`config.mk`:
```
export PLATFORM = sky130hd
export DESIGN_NAME = instr_sequencer
export DESIGN_NICKNAME = d
export VERILOG_FILES = /design/src/rtl/instr_sequencer.sv
export SDC_FILE = /design/constraint.sdc
export NUM_CORES = 1
export LEC_CHECK = 0
export CAP_MARGIN = 20
export CORE_UTILIZATION = 35
export CTS_CLUSTER_DIAMETER = 30
export DETAILED_ROUTE_END_ITERATION = 8
export PLACE_DENSITY = 0.62
export SLEW_MARGIN = 20
export SYNTH_ARGS = -nofsm -noshare
export SYNTH_HDL_FRONTEND = slang
export SYNTH_SLANG_ARGS = --single-unit
```
`constraint.sdc`:
```
create_clock -name Clk -period 4.9 [get_ports Clk]
set_input_delay 0.98 -clock Clk [delete_from_list [all_inputs] [get_ports Clk]]
set_output_delay 0.98 -clock Clk [all_outputs]
set_load 0.01 [all_outputs]
```
`src/rtl/instr_sequencer.sv`:
```
// Program sequencer: 16 x 4-bit program store issuing opcodes to the decoder over valid/ready.
// Supports free-run and single-step execution; opcode 4'b1111 marks end of program.
module instr_sequencer #(
    parameter int unsigned DEPTH = 16
) (
    input  logic       Clk,
    input  logic       Rst_n,
    input  logic       Load,
    input  logic [3:0] LoadAddr,
    input  logic [3:0] LoadData,
    input  logic       Start,
    input  logic       Abort,
    input  logic       StepMode,
    input  logic       Step,
    input  logic       Ready,
    output logic [3:0] Instruction,
    output logic       InstrValid,
    output logic [3:0] PC,
    output logic       Busy,
    output logic       Halted
);

    localparam logic [3:0] OpHalt   = 4'b1111;
    localparam logic [3:0] LastAddr = 4'(DEPTH - 1);

    typedef enum logic [1:0] {
        StIdle,
        StRun,
        StPause,
        StHalt
    } state_e;

    state_e     state_q, state_d;
    logic [3:0] pc_q, pc_d;
    logic [3:0] instr_q, instr_d;
    logic       valid_q, valid_d;
    logic       busy_q, busy_d;
    logic       halted_q, halted_d;
    logic [3:0] mem_q [DEPTH];
    logic [3:0] mem_d [DEPTH];

    logic       load_en;
    logic       accept;
    logic [3:0] pc_inc;
    logic [3:0] first_word;
    logic [3:0] next_word;
    logic [3:0] cur_word;

    // The store is only writable while nothing is executing.
    always_comb begin
        load_en = Load && ((state_q == StIdle) || (state_q == StHalt));
        mem_d   = mem_q;
        if (load_en) begin
            mem_d[LoadAddr] = LoadData;
        end
    end

    always_comb begin
        accept     = valid_q && Ready;
        pc_inc     = pc_q + 4'd1;
        // Start sees a same-cycle write to address 0.
        first_word = mem_d[0];
        next_word  = mem_q[pc_inc];
        cur_word   = mem_q[pc_q];
    end

    always_comb begin
        state_d = state_q;
        pc_d    = pc_q;
        instr_d = instr_q;
        valid_d = valid_q;

        if (Abort) begin
            state_d = StIdle;
            pc_d    = 4'd0;
            instr_d = OpHalt;
            valid_d = 1'b0;
        end else begin
            case (state_q)
                StIdle, StHalt: begin
                    if (Start) begin
                        pc_d = 4'd0;
                        if (first_word == OpHalt) begin
                            state_d = StHalt;
                            instr_d = OpHalt;
                            valid_d = 1'b0;
                        end else begin
                            state_d = StRun;
                            instr_d = first_word;
                            valid_d = 1'b1;
                        end
                    end
                end
                StRun: begin
                    if (accept) begin
                        instr_d = OpHalt;
                        valid_d = 1'b0;
                        if (pc_q == LastAddr) begin
                            state_d = StHalt;
                        end else begin
                            pc_d = pc_inc;
                            if (next_word == OpHalt) begin
                                state_d = StHalt;
                            end else if (StepMode) begin
                                state_d = StPause;
                            end else begin
                                instr_d = next_word;
                                valid_d = 1'b1;
                            end
                        end
                    end
                end
                StPause: begin
                    if (Step) begin
                        state_d = StRun;
                        instr_d = cur_word;
                        valid_d = 1'b1;
                    end
                end
                default: begin
                    state_d = StIdle;
                    pc_d    = 4'd0;
                    instr_d = OpHalt;
                    valid_d = 1'b0;
                end
            endcase
        end

        busy_d   = (state_d == StRun) || (state_d == StPause);
        halted_d = (state_d == StHalt);
    end

    always_ff @(posedge Clk or negedge Rst_n) begin
        if (!Rst_n) begin
            state_q  <= StIdle;
            pc_q     <= 4'd0;
            instr_q  <= OpHalt;
            valid_q  <= 1'b0;
            busy_q   <= 1'b0;
            halted_q <= 1'b0;
            for (int i = 0; i < int'(DEPTH); i++) begin
                mem_q[i] <= OpHalt;
            end
        end else begin
            state_q  <= state_d;
            pc_q     <= pc_d;
            instr_q  <= instr_d;
            valid_q  <= valid_d;
            busy_q   <= busy_d;
            halted_q <= halted_d;
            mem_q    <= mem_d;
        end
    end

    assign Instruction = instr_q;
    assign InstrValid  = valid_q;
    assign PC          = pc_q;
    assign Busy        = busy_q;
    assign Halted      = halted_q;

endmodule

```
==> impl_metrics.sql <==
INSERT INTO impl_metrics (metric_group, metric, value, unit) VALUES
('outcome', 'status', 'complete, no violations', ''),
('global_route', 'globalRouteOverflowTotal', '0', ''),
('layout', 'area_taken_by_multi_input_logic_gates', '2540', 'sq um'),
('cts', 'cts_hold_repair.buffers', '0', ''),
('synth', 'synth_edf_count', '0', ''),
('sta', 'tightestPinTransition', '0.990', 'ns'),
('synth', 'async_flop_share', '100', '%'),
('run', 'max_cap_violations', '0', ''),
('sta', 'timing.final.max_slew_violations', '0', ''),
('global_route', 'grtUsageTotal', '17.7', '%'),
('layout', 'final.fill_count', '1174', ''),
('critical_path', 'critical_path.reg2reg.startpoint', 'PC[1]', ''),
('layout', 'most-common-layout-cells', 'sky130_fd_sc_hd__dfstp_2 (68), sky130_fd_sc_hd__mux2_2 (60), sky130_fd_sc_hd__mux2i_1 (43), sky130_fd_sc_hd__nor2_1 (31), sky130_fd_sc_hd__clkdlybuf4s50_1 (25)', ''),
('critical_path', 'critPathCaptureType', 'flop', ''),
('placed_design', 'detailedPlacementHpwl', '8310', 'microns'),
('sta', 'max_freq', '272', 'MHz'),
('die', 'num_rows', '41', ''),
('sta', 'finClkSkew', '0.00476', 'ns'),
('die', 'core_area', '12900', 'sq um'),
('global_route', 'grt_pass1_vias', '3256', ''),
('cts', 'clkLatencyLatePin', '0.34', 'ns'),
('routing', 'detail_route.drc_violations', '0', ''),
('routing', 'routed_wire_length_per_instance', '20.2', 'microns'),
('routing', 'dr.first_iter.drc_count', '209', ''),
('cts', 'cts_sinks', '77', ''),
('synth', 'ys_seq_elements', '77', ''),
('synth', 'ys_types', '49', ''),
('synth', 'ys.flop_type', 'sky130_fd_sc_hd__dfstp_2', ''),
('placed_design', 'placedInstanceArea', '5080', 'sq um'),
('layout', 'mostFrequentLayoutCell', 'sky130_fd_sc_hd__dfstp_2', ''),
('synth', 'post_synth_inst_count', '369', ''),
('critical_path', 'critPathBufInv', '1', ''),
('critical_path', 'cp_max_fo', '21', ''),
('global_route', 'antenna_found_initial', '0', ''),
('cts', 'clk_pin_slew_worst_paths', '0.06', 'ns'),
('sta', 'period_share', '75.1', '%'),
('min_path', 'capture_endpoint_of_the_worst_hold_path', 'Instruction[0]', ''),
('global_route', 'grt_first_pass_wirelength', '18700', 'microns'),
('die', 'dieHeight', '118', 'microns'),
('synth', 'syn-cell-area', '4700', 'sq um'),
('sta', 'post-route-min-period', '3.68', 'ns'),
('sta', 'setup_viol', '0', ''),
('cts', 'root_buffer', 'sky130_fd_sc_hd__clkbuf_16', ''),
('routing', 'via_total_after_detailed_routing', '3168', ''),
('critical_path', 'start_kind', 'flop', ''),
('routing', 'avgViaCountPerCell', '5.61', ''),
('critical_path', 'cp_data_arrival_time', '3.90', 'ns'),
('die', 'die-width', '118', 'microns'),
('layout', 'ff_latch_area', '2010', 'sq um'),
('layout', 'areaGrowthSynthToFinish', '15.4', '%'),
('critical_path', 'rr_worst_depth', '8', ''),
('power', 'vdd.ir_drop.worst', '0.000248', 'V'),
('layout', 'layout.nets', '408', ''),
('critical_path', 'criticalPathCategory', 'flop to flop', ''),
('min_path', 'hold_path.startpoint', 'Instruction[0]', ''),
('critical_path', 'crit_path_max_incr_delay', '0.98', 'ns'),
('sta', 'grt_setup_unrepaired', 'no', ''),
('layout', 'post_route_cells_drive_above_1_share', '46.1', '%'),
('min_path', 'worst_hold_path_type', 'flop to flop', ''),
('layout', 'count_of_antenna_diodes_in_the_layout', '0', ''),
('cts', 'cts_tree', 'done', ''),
('die', 'initial_utilization', '36.5', '%'),
('cts', 'cts-buffers-inserted', '9', ''),
('critical_path', 'critical_path.slowest_cell', 'sky130_fd_sc_hd__ha_1', ''),
('routing', 'detail-route-antenna-nets', '0', ''),
('critical_path', 'regToRegSetupSlack', '1.22', 'ns'),
('power', 'power-per-cell-area', '562', 'nW/um^2'),
('layout', 'stdcell_area', '5430', 'sq um'),
('routing', 'postRouteWirelength', '11400', 'microns'),
('power', 'p_leak', '1.91', 'nW'),
('cts', 'number_of_levels_in_the_clock_h_tree', '3', '');
## power breakdown
part | leakage [nW] | switching (W) | total [W] | internal [W]
Clock | 0.170 | 0.000266 | 0.000779 | 0.000513
Sequential | 0.833 | 0.000220 | 0.00127 | 0.00105
Combinational | 0.910 | 0.000480 | 0.00100 | 0.000524
Total | 1.91 | 0.000966 | 0.00305 | 0.00208
## layout make-up
type	count	area share, %
Multi-Input combinational cell	265	46.8
Sequential cell	77	37.1
Timing Repair Buffer	30	5.30
Clock buffer	11	4.47
Tap cell	172	3.97
Clock inverter	5	1.98
Inverter	5	0.346
## kinds of logic (layout without fill, tap and decap cells)
group                      count (synthesis)  in the layout  share of synthesized area [%]
and+or+nand+nor                           92             92                           9.53
DFF                                       77             77                           42.8
muxes                                    127            127                           35.2
buffers and inverters                     27             51                           3.17
adders and majority gates                  4              4                           1.06
AOI/OAI and AO/OA                         39             39                           7.32
xor gates and xnor gates                   3              3                          0.958
## how the worst max path moves through the flow
stage                from  cells after the start  slack [ns]   end
floorplan           PC[0]                      7        1.98  Busy
global placement    PC[1]                      8        1.34  Busy
detailed placement  PC[1]                      8        1.20  Busy
CTS                 PC[1]                      8        1.19  Busy
global route        PC[1]                      8        1.01  Busy
finish              PC[1]                      8        1.22  Busy
## worst register-to-register path: cells and delay by family, from the launching register on
family          cells  cell delay [ns]
compound gates      3             0.94
mux                 2             0.75
buf+inv             1             0.23
fa+ha+maj           2             1.28
flops               1             0.36
## metrics by stage
| step | power (W) | hold WS, ns | setup WS (ns) | utilization (%) | std cells |
|---|---|---|---|---|---|
| after floorplan | 0.00195 | 0.493 | 1.98 | - | 369 |
| after global placement | 0.00224 | 0.490 | 1.34 | 39.4 | 549 |
| after detailed placement | 0.00228 | 0.492 | 1.20 | 39.4 | 549 |
| after CTS | 0.00307 | 0.502 | 1.19 | 42.1 | 565 |
| after global routing | 0.00322 | 0.506 | 1.01 | 42.1 | 565 |
| final | 0.00305 | 0.500 | 1.22 | 42.1 | 565 |
## metal layers
layer	part of all wire, %	wire length (microns)	global-route usage, %	vias up
li1	-	-	-	1445
met1	46	5190	24.6	1625
met2	47	5350	27.0	84
met3	5.5	624	3.34	14
met4	2.2	246	7.29	0
met5	0	0	0	-
## cells in the mapped netlist, types with 2 or more instances
library cell / count / share of area, %
sky130_fd_sc_hd__buf_6: 3 / 0.72
sky130_fd_sc_hd__nor2b_1: 2 / 0.27
sky130_fd_sc_hd__and3_1: 2 / 0.27
sky130_fd_sc_hd__mux4_1: 2 / 1.1
sky130_fd_sc_hd__nand3_1: 17 / 1.8
sky130_fd_sc_hd__or2_2: 4 / 0.53
sky130_fd_sc_hd__inv_1: 5 / 0.40
sky130_fd_sc_hd__dfstp_2: 68 / 38
sky130_fd_sc_hd__a31oi_1: 5 / 0.67
sky130_fd_sc_hd__o32ai_1: 5 / 0.93
sky130_fd_sc_hd__clkbuf_1: 12 / 0.96
sky130_fd_sc_hd__o41ai_4: 2 / 1.2
sky130_fd_sc_hd__a21oi_1: 3 / 0.32
sky130_fd_sc_hd__a211oi_1: 2 / 0.32
sky130_fd_sc_hd__o211ai_1: 4 / 0.64
sky130_fd_sc_hd__ha_1: 4 / 1.1
sky130_fd_sc_hd__nor2_1: 31 / 2.5
sky130_fd_sc_hd__o221ai_1: 4 / 0.75
sky130_fd_sc_hd__nand2b_1: 9 / 1.2
sky130_fd_sc_hd__o21ai_0: 5 / 0.53
sky130_fd_sc_hd__nand4_1: 3 / 0.40
sky130_fd_sc_hd__mux2i_1: 43 / 9.2
sky130_fd_sc_hd__buf_2: 4 / 0.43
sky130_fd_sc_hd__dfrtp_1: 9 / 4.8
sky130_fd_sc_hd__or3_1: 2 / 0.27
sky130_fd_sc_hd__and2_1: 2 / 0.27
sky130_fd_sc_hd__mux4_2: 22 / 11
sky130_fd_sc_hd__nand2_1: 15 / 1.2
sky130_fd_sc_hd__mux2_2: 60 / 14
Note: power is estimated with default switching activity, not from simulation.
